[src/rtl/matmul_fetch_tiled.sv]
// Tiled matmul operand fetch: streams A rows against LANES adjacent B columns
// (columns inner, rows outer) through a 2-stage address/output pipeline with valid/ready.
module matmul_fetch_tiled #(
  parameter int unsigned MUL_SIZE  = 8,
  parameter int unsigned ELEM_BITS = 8,
  parameter int unsigned LANES     = 2,
  parameter int unsigned ADDR_BITS = $clog2(MUL_SIZE),
  parameter int unsigned VEC_BITS  = MUL_SIZE * ELEM_BITS
) (
  input  logic                       clk,
  input  logic                       rst,
  input  logic                       start,
  input  logic [ADDR_BITS:0]         cfg_rows,
  input  logic [ADDR_BITS:0]         cfg_cols,
  output logic                       busy,
  output logic                       done,
  output logic [ADDR_BITS-1:0]       a_addr,
  input  logic [VEC_BITS-1:0]        a_data,
  output logic [LANES*ADDR_BITS-1:0] b_addr,
  input  logic [LANES*VEC_BITS-1:0]  b_data,
  output logic                       out_valid,
  input  logic                       out_ready,
  output logic [ADDR_BITS-1:0]       row_no,
  output logic [VEC_BITS-1:0]        row,
  output logic [ADDR_BITS-1:0]       col_no,
  output logic [LANES-1:0]           col_mask,
  output logic [LANES*VEC_BITS-1:0]  col,
  output logic                       last
);

  localparam int unsigned IW = ADDR_BITS + 1;
  localparam logic [IW-1:0] MAX_DIM = IW'(MUL_SIZE);
  localparam logic [IW-1:0] STEP    = IW'(LANES);

  typedef enum logic [1:0] {S_IDLE, S_FETCH, S_DRAIN, S_DONE} state_t;

  state_t state_q, state_d;

  logic [IW-1:0]    rows_q, cols_q;
  logic [IW-1:0]    row_q, cb_q;
  logic             v1_q, last1_q;
  logic [LANES-1:0] mask1_q;

  logic             advance;
  logic [IW-1:0]    rows_cap, cols_cap, eff_rows, eff_cols;
  logic             load_cfg, nxt_v, nxt_last;
  logic [IW-1:0]    nxt_row, nxt_cb;
  logic             step_wrap, is_final;
  logic [LANES-1:0] nxt_mask;
  logic [LANES*ADDR_BITS-1:0] nxt_baddr;

  assign advance   = !out_valid || out_ready;
  assign rows_cap  = (cfg_rows > MAX_DIM) ? MAX_DIM : cfg_rows;
  assign cols_cap  = (cfg_cols > MAX_DIM) ? MAX_DIM : cfg_cols;
  assign eff_rows  = load_cfg ? rows_cap : rows_q;
  assign eff_cols  = load_cfg ? cols_cap : cols_q;
  assign step_wrap = (cb_q + STEP) >= cols_q;
  assign is_final  = step_wrap && (row_q == rows_q - IW'(1));

  always_ff @(posedge clk) begin
    if (rst) state_q <= S_IDLE;
    else     state_q <= state_d;
  end

  // Next state and next issue index; an empty config drains an empty pipe for one cycle.
  always_comb begin
    state_d  = state_q;
    load_cfg = 1'b0;
    nxt_v    = v1_q;
    nxt_row  = row_q;
    nxt_cb   = cb_q;
    case (state_q)
      S_IDLE: begin
        if (start) begin
          load_cfg = 1'b1;
          if (rows_cap == '0 || cols_cap == '0) begin
            state_d = S_DRAIN;
          end else begin
            state_d = S_FETCH;
            nxt_v   = 1'b1;
            nxt_row = '0;
            nxt_cb  = '0;
          end
        end
      end
      S_FETCH: begin
        if (advance) begin
          if (is_final) begin
            nxt_v   = 1'b0;
            state_d = S_DRAIN;
          end else begin
            nxt_v = 1'b1;
            if (step_wrap) begin
              nxt_cb  = '0;
              nxt_row = row_q + IW'(1);
            end else begin
              nxt_cb = cb_q + STEP;
            end
          end
        end
      end
      S_DRAIN: begin
        if ((out_valid && out_ready && last) || (!out_valid && !v1_q)) state_d = S_DONE;
      end
      S_DONE:  state_d = S_IDLE;
      default: state_d = S_IDLE;
    endcase
  end

  // Per-lane addresses and validity for the index about to be issued.
  always_comb begin : lane_addr
    logic [IW-1:0] lane_col;
    lane_col  = '0;
    nxt_mask  = '0;
    nxt_baddr = '0;
    for (int l = 0; l < LANES; l++) begin
      lane_col = nxt_cb + IW'(l);
      if (lane_col < eff_cols) begin
        nxt_mask[l] = 1'b1;
        nxt_baddr[l*ADDR_BITS +: ADDR_BITS] = lane_col[ADDR_BITS-1:0];
      end
    end
    nxt_last = (nxt_row == eff_rows - IW'(1)) && ((nxt_cb + STEP) >= eff_cols);
  end

  always_ff @(posedge clk) begin
    if (rst) begin
      busy      <= 1'b0;
      done      <= 1'b0;
      rows_q    <= '0;
      cols_q    <= '0;
      row_q     <= '0;
      cb_q      <= '0;
      v1_q      <= 1'b0;
      last1_q   <= 1'b0;
      mask1_q   <= '0;
      a_addr    <= '0;
      b_addr    <= '0;
      out_valid <= 1'b0;
      row_no    <= '0;
      row       <= '0;
      col_no    <= '0;
      col_mask  <= '0;
      col       <= '0;
      last      <= 1'b0;
    end else begin
      busy <= (state_d == S_FETCH) || (state_d == S_DRAIN);
      done <= (state_d == S_DONE);
      if (load_cfg) begin
        rows_q <= rows_cap;
        cols_q <= cols_cap;
      end
      // Both stages move together; a stall freezes addresses so memory data stays put.
      if (advance) begin
        v1_q <= nxt_v;
        if (nxt_v) begin
          row_q   <= nxt_row;
          cb_q    <= nxt_cb;
          a_addr  <= nxt_row[ADDR_BITS-1:0];
          b_addr  <= nxt_baddr;
          mask1_q <= nxt_mask;
          last1_q <= nxt_last;
        end
        out_valid <= v1_q;
        last      <= v1_q && last1_q;
        if (v1_q) begin
          row      <= a_data;
          row_no   <= row_q[ADDR_BITS-1:0];
          col_no   <= cb_q[ADDR_BITS-1:0];
          col_mask <= mask1_q;
          for (int l = 0; l < LANES; l++) begin
            col[l*VEC_BITS +: VEC_BITS] <= mask1_q[l] ? b_data[l*VEC_BITS +: VEC_BITS] : '0;
          end
        end
      end
    end
  end

endmodule

[config.mk]
export PLATFORM = sky130hd
export DESIGN_NAME = matmul_fetch_tiled
export DESIGN_NICKNAME = d
export VERILOG_FILES = /design/src/rtl/matmul_fetch_tiled.sv
export SDC_FILE = /design/constraint.sdc
export NUM_CORES = 1
export LEC_CHECK = 0
export CORE_AREA = 2 2 162 164
export DETAILED_ROUTE_END_ITERATION = 8
export DIE_AREA = 0 0 164 166
export PLACE_DENSITY = 0.83
export SKIP_LAST_GASP = 1
export SYNTH_ARGS = -nofsm -noshare
export SYNTH_HDL_FRONTEND = slang
export SYNTH_SLANG_ARGS = --single-unit
[constraint.sdc]
create_clock -name clk -period 3.5 [get_ports clk]
set_input_delay 0.525 -clock clk [delete_from_list [all_inputs] [get_ports clk]]
set_output_delay 0.525 -clock clk [all_outputs]
set_load 0.1 [all_outputs]
==> results of run 1 <==
-- cell families after synthesis --
kind of cell | synth area share [%]
adder cells (fa/ha/maj) | 3.04
AO/OA/AOI/OAI | 14.8
XOR/XNOR | 1.51
AND/OR/NAND/NOR | 24.1
multiplexers | 0.553
flip-flops | 51.3
buffers and inverters | 4.73
-- final cells by class --
cell class | count | area [um2] | area share (%)
clock inverter | 7 | 62.6 | 0.429
inverter | 16 | 60.1 | 0.412
tap | 335 | 419 | 2.88
sequential | 232 | 4650 | 31.9
clock buffer | 40 | 805 | 5.52
timing repair buffer | 450 | 4500 | 30.8
multi-input combinational | 789 | 4080 | 28.0
-- tightest hold or removal path: stages, from the launching register on --
cell and delay, ns:
dfxtp_1 0.30, nand2_1 0.05, a21oi_1 0.05
-- flip-flops by register name, summed over array words and instances, names as in the netlist, 2 cells and up --
register / flops
col: 128
row: 64
b_addr: 6
cb_q: 4
cols_q: 4
rows_q: 4
col_no: 3
row_no: 3
a_addr: 2
col_mask: 2
mask1_q: 2
row_q: 2
state_q: 2
-- how the worst min path moves through the flow --
stage	startpoint	endpoint	slack, ns	depth (start not counted)
after CTS	col[122]	col[122]	0.45	2
final	col[122]	col[122]	0.45	2
after detailed placement	col[50]	col[50]	0.44	2
after global routing	col[9]	col[9]	0.47	2
after global placement	col[66]	col[66]	0.44	2
after floorplan	last1_q	last1_q	0.45	2
-- per-layer routing --
metal	track usage, %	routed length [um]	vias up
li1	-	-	4570
met1	24.4	11700	4319
met2	37.2	14900	424
met3	5.99	2830	90
met4	9.34	1330	0
met5	0	0	-
-- power groups by stage --
stage / registers, mW / clock network [mW] / logic (mW)
6_report: 2.90 / 2.72 / 2.08
3_5_place_dp: 2.96 / 0 / 2.06
5_1_grt: 2.92 / 2.90 / 2.19
2_1_floorplan: 3.75 / 0 / 0.576
3_3_place_gp: 2.95 / 0 / 2.03
4_1_cts: 2.90 / 2.79 / 2.07
-- repair_timing --
| item | in CTS | in global routing |
|---|---|---|
| cloned | 0 | 0 |
| pin swaps | 1 | 6 |
| resized for setup | 3 | 16 |
| setup endpoints to repair | 5 | 8 |
| setup buffers | 0 | 2 |
-- cells in the mapped netlist, drive strengths merged, types with 2 or more instances --
cell      n  area share (%)
nand3   136             7.5
a21oi   225              12
nor3      6            0.51
xor2      7            0.68
and3      4            0.28
a22oi     4            0.33
inv      16            0.66
nand2   288              12
and2      4            0.28
clkbuf   83             3.4
dfxtp   232              51
or2       3            0.21
o21ai    12            0.66
nor3b     5            0.41
nand2b    7            0.48
or3       2            0.14
mux2i     5            0.55
xnor2     6            0.58
nor2     21            0.87
buf       8            0.62
nor2b     6            0.41
nor4      4            0.35
ha       22             3.0
and2b     2            0.17
and4      2            0.19
-- per-stage QoR --
step	area, um2	power (mW)	setup WS [ns]	hold slack [ns]
after CTS	14500	7.75	-0.0143	0.450
after global placement	13600	4.98	0.00174	0.436
after global routing	14600	8.00	-0.0632	0.468
final	14600	7.70	0.101	0.447
after floorplan	9070	4.32	0.0702	0.453
after detailed placement	13600	5.01	-0.0796	0.443
==> results.md, run 1 <==
* Outcome: complete, no violations
* Root buffer cell: clkbuf_16
* Buf+Inv Stages, Crit Path at 0
* Vias at ~9400
* Die area at roughly 27000 um2
* Cell Rows at around 60
* CTS Buffer Depth at 3
* Vias per inst at 5.03
* Placed wire-length estimate at ~21000 um
* Register share of total power at a little under two fifths
* DRT Pass-1 Iters at 5
* Initial antenna violation count at 0
* Die Y at about 170 um
* ANT cells at 0
* Cells along the critical path: ha_2 > xor2_1 > ha_2 > o21a_1 > nor2_4 > nor2_1 > or3_4 > a21oi_4 > ha_4 > ha_1 > nor2b_1 > o21ai_1 > nand2b_1 > a21oi_2 > and3_1 > a32o_1
* Inserted Clock Buffers at 26
* Core ar. at 25600 um2
* Slew Limit Fails at 0
* Tot GR Track Use at between 20% and 30%
* Sw Pwr at 2.66 mW
* Critical Path AT at 3.85 ns
* Clock Power Share at about a third
* Most frequent cells in the layout: clkdlybuf4s50_1, nand2_1, dfxtp_1
* Worst setup endpoint: b_addr[5]
* # clock sinks at 232
* # setup viols final at 0
* Delay-heaviest family, CP: adder cells
* Most common cell after layout, fill and taps aside: clkdlybuf4s50_1
* Final Skew at 0.0143 ns
* Max_cap viols at 0
* DR iter-0 viols at roughly 650
* Yosys synthesis warning count at 0
* Max_slew headroom at between 20 and 30%
* Synth Instances at 1128
* FF-to-FF setup slack at slightly above 0.1 ns
* Seq/Total Area, Yosys at a little over 50%
* DIE WIDTH at about 160 um
* Sum Neg Setup Slack at 0 ns
* Pint at 5.04 mW
* Number of distinct library cells after synthesis at 49
* Ys async rst share at 0%
* Stages on worst setup path at 16
* I/O Buffers at approximately 420
* Drt wl/cell at approximately 16 um
* Hold/Removal Path Class: reg -> reg
* Static Leak at a little over 5 nW
* Most used cell, CP: ha_2
* Worst path max stage delay at between 0.3 and 0.4 ns
* CTS tree: done
* Htree depth at 1
* Global-route wire length before repair at between 40000 and 50000 um
* Req. time, crit path at about 4 ns
* Crit. Startpoint: cb_q[2]
* Nets at ~1700
* Final Cycle Share at a little over nine tenths
* Synthesized flop and latch total at 232
* Switching Fraction at between 30% and 40%
* Comb pwr share at a little over a quarter
* Worst-path fanout max at 4
* # IOs at between 400 and 500
* Pwr/cell area at 528 nW/um2
* Number of synthesized flops with an enable pin at 0
* Worst-skew pair later-pin latency at 0.52 ns
* Reg-to-reg endpoint: b_addr[5]
* Clock-pin slew on the worst setup and hold paths at roughly 0.060 ns
* Top FF cell, synth: dfxtp_1
* WL final at around 30000 um
* Cts hold-fix bufs at 0
* Vias in the first global route at around 9000
* Routability cong. at about 0.90
* Syn-to-layout area delta at 61.0%
* Synthesized netlist net count at 1354
* Largest net degree at the start of global routing at 125
* Synthesized cell area at around 9000 um2
* Register-to-Register Path Depth at 16
* Fin crit period at roughly 3.4 ns
* Finished Layout Cells at approximately 1900
* Post-route antenna net violation count at 0
* Fmax at 294 MHz
* GRT overflow at 0
* Worst r2r src: cb_q[2]
* Syn Area/Cell at 8.02 um2
* Slowest cell on the critical path: or3_4
* DP Cell Count at around 1800
* Least-Margin Pin Slew at ~1.1 ns
* Max VDD drop at 407 uV
* Setup crit start kind: register
* Final hold vios at 0
* Setup CP Type: reg -> reg
* Setup crit end kind: register
* Share of cells above drive strength 1 at 6.58%
* # fillers at 2164
* # DRC at 0
* Initial core utilization at between 30% and 40%
* Final Util at a little under three fifths
(Power assumes the default switching activity.)
==> inputs of run 2 (changes only) <==
Settings changed: PLACE_DENSITY 0.83 to 0.73.
==> run 2 against run 1 <==
Compared with the run above:
- clock power fell by 4%
- final cell count fell by 0.11%
- combinational power barely moved
- clock skew fell by 0.0013 ns
- sequential cell count did not move
- die area did not move
- hold slack got worse by 0.10 ns
- largest power group unchanged
==> results.md, run 2 (same netlist as run 1, synthesis figures left out) <==
* DR WL met2 at 14800 um (was 14900 um)
* Die area at 27200 um2 (unchanged)
* Most common cell after layout, fill and taps aside: clkdlybuf4s50_1 (unchanged)
* # IOs at 417 (unchanged)
* Reg-to-reg endpoint: last1_q (was b_addr[5])
* Max reg flops at 128 (unchanged)
* Worst Hold Launch: rst (was col[122])
* Clock-pin slew on the worst setup and hold paths at 0.07 ns (was 0.06 ns)
* Max_slew headroom at 28.8% (was 28.3%)
* Buf+Inv Stages, Crit Path at 1 (was 0)
* Delay-heaviest family, CP: compound AO/OA/AOI/OAI gates (was adder cells)
* Cts hold-fix bufs at 0 (unchanged)
* Setup slack after layout at 0.191 ns (was 0.101 ns)
* Hold/Removal Path Class: in -> reg (was reg -> reg)
* Max VDD drop at 368 uV (was 407 uV)
* CTS Buffer Depth at 3 (unchanged)
* Placed instance area at 13600 um2 (about the same)
* Worst r2r src: cb_q[2] (unchanged)
* Routability cong. at 0.853 (was 0.904)
* Tot GR Track Use at 22.1% (was 21.4%)
* Req. time, crit path at 3.92 ns (was 3.95 ns)
* Least-Margin Pin Slew at 1.07 ns (about the same)
* Worst hold endpoint: mask1_q[1] (was col[122])
* Fmax at 302 MHz (was 294 MHz)
* Initial antenna violation count at 0 (unchanged)
* Share of cells above drive strength 1 at 6.59% (was 6.58%)
* ANT cells at 0 (unchanged)
* Hold depth at 2 (unchanged)
* # fillers at 2330 (was 2164)
* Fin crit period at 3.31 ns (was 3.40 ns)
* Largest regs: col (128), row (64), b_addr (6) (unchanged)
* Vias at 9228 (was 9403)
* Top sig layer: met4 (unchanged)
* # DRC at 0 (unchanged)
* DIE WIDTH at 164 um (unchanged)
* Worst path max stage delay at 0.35 ns (about the same)
* Cell Rows at 59 (unchanged)
* # clock sinks at 232 (unchanged)
* Final Cycle Share at 94.5% (was 97.1%)
* Cells along the critical path: ha_1 > xor2_1 > ha_2 > o21a_1 > nor2_4 > nor2_2 > or3_4 > a21oi_4 > inv_1 > ha_1 > a21boi_0 > o21ai_0 > nand2b_1 > a21oi_1 > nor3_2 > nand3b_1 > o41ai_2 (was ha_2 > xor2_1 > ha_2 > o21a_1 > nor2_4 > nor2_1 > or3_4 > a21oi_4 > ha_4 > ha_1 > nor2b_1 > o21ai_1 > nand2b_1 > a21oi_2 > and3_1 > a32o_1)
* Setup CP Type: reg -> reg (unchanged)
* Top reg by flops: col (unchanged)
* Critical Path AT at 3.73 ns (was 3.85 ns)
* Nets at 1741 (unchanged)
* Static Leak at 5.13 nW (was 5.14 nW)
* DRT met1 WL at 12700 um (was 11700 um)
* Outcome: complete, no violations (unchanged)
* Setup crit start kind: register (unchanged)
* Register-to-Register Path Depth at 17 (was 16)
* Max_cap viols at 0 (unchanged)
* Initial core utilization at 35.3% (unchanged)
* # setup viols final at 0 (unchanged)
* Inserted Clock Buffers at 26 (unchanged)
* Post-route antenna net violation count at 0 (unchanged)
* Final instance area at 14500 um2 (was 14600 um2)
* DR iter-0 viols at 692 (was 646)
* Worst-path fanout max at 4 (unchanged)
* Slew Limit Fails at 0 (unchanged)
* Largest net degree at the start of global routing at 113 (was 125)
* Placed wire-length estimate at 22000 um (was 21200 um)
* Most used cell, CP: ha_1 (was ha_2)
* Core ar. at 25600 um2 (unchanged)
* Setup crit end kind: register (unchanged)
* FF-to-FF setup slack at 0.19 ns (was 0.10 ns)
* Root buffer cell: clkbuf_16 (unchanged)
* Most frequent cells in the layout: clkdlybuf4s50_1, nand2_1, dfxtp_1 (unchanged)
* Vias per inst at 4.94 (was 5.03)
* CTS tree: done (unchanged)
* Dpl ws at -0.0843 ns (was -0.0796 ns)
* Global-route wire length before repair at 48700 um (was 47700 um)
* Syn-to-layout area delta at 60.0% (was 61.0%)
* Drt wl/cell at 16.9 um (was 16.5 um)
* Final Util at 56.5% (was 56.9%)
* DRT Pass-1 Iters at 5 (unchanged)
* Met3 wire len at 2790 um (was 2830 um)
* Post-CTS setup repair buffer count at 0 (unchanged)
* Slowest cell on the critical path: or3_4 (unchanged)
* GRT overflow at 0 (unchanged)
* WL final at 31600 um (was 30800 um)
* Pwr/cell area at 525 nW/um2 (was 528 nW/um2)
* Die Y at 166 um (unchanged)
* Vias in the first global route at 9018 (was 9211)
* Worst-skew pair later-pin latency at 0.52 ns (about the same)
* DP Cell Count at 1822 (was 1820)
* Final Skew at 0.0131 ns (was 0.0143 ns)
* I/O Buffers at 416 (unchanged)
* Htree depth at 1 (unchanged)
* Final hold vios at 0 (unchanged)
* Finished Layout Cells at 1867 (was 1869)
-- run 2: timing repair --
item / CTS / global route
pin swaps: 0 / 3
endpoints found under the setup margin: 4 / 8
hold endpoints to repair: 0 / 0
gates resized for setup: 2 / 14
-- run 2: report_power, final --
group,internal (mW),switching (mW)
logic,0.610,1.47
registers,2.78,0.120
clock network,1.55,1.07
total,4.94,2.66
-- run 2: cell type report --
cell class	instances	area [um2]	area share [%]
flip-flops and latches	232	4650	32.1
repair buffers	450	4470	30.8
multi-input cells	789	4070	28.1
clock buffers	41	798	5.51
well taps	335	419	2.90
inverters	16	60.1	0.415
clock inverters	4	20.0	0.138
-- run 2: routing by layer --
| metal | up-vias | global-route usage (%) |
|---|---|---|
| met1 | 4211 | 26.6 |
| met5 | - | 0 |
| li1 | 4566 | - |
| met4 | 0 | 8.47 |
| met3 | 77 | 6.29 |
| met2 | 374 | 37.3 |
-- run 2: through the flow --
step / hold slack (ns) / setup TNS [ns] / power (mW)
final: 0.346 / 0 / 7.59
after global routing: 0.328 / -0.0199 / 7.90
after CTS: 0.318 / 0 / 7.65
after detailed placement: 0.443 / -0.219 / 5.02
after global placement: 0.437 / 0 / 5.00
after floorplan: 0.453 / 0 / 4.32
-- run 2: how the worst max path moves through the flow --
stage          startpoint   endpoint  slack, ns  cells past startpoint
5_1_grt           cb_q[2]    last1_q      -0.01                     17
3_5_place_dp      cb_q[1]  b_addr[5]      -0.08                     17
4_1_cts           cb_q[1]  b_addr[5]       0.03                     17
3_3_place_gp      cb_q[1]  b_addr[5]       0.01                     17
2_1_floorplan     cb_q[1]  b_addr[5]       0.07                     15
6_report          cb_q[2]    last1_q       0.19                     17
-- run 2: worst register-to-register path, cell delays in order, from the launching register on --
cell	delay, ns
dfxtp_1	0.34
ha_1	0.18
xor2_1	0.17
ha_2	0.29
o21a_1	0.13
nor2_4	0.16
nor2_2	0.07
or3_4	0.35
a21oi_4	0.19
inv_1	0.07
ha_1	0.28
a21boi_0	0.17
o21ai_0	0.10
nand2b_1	0.08
a21oi_1	0.09
nor3_2	0.11
nand3b_1	0.11
o41ai_2	0.33
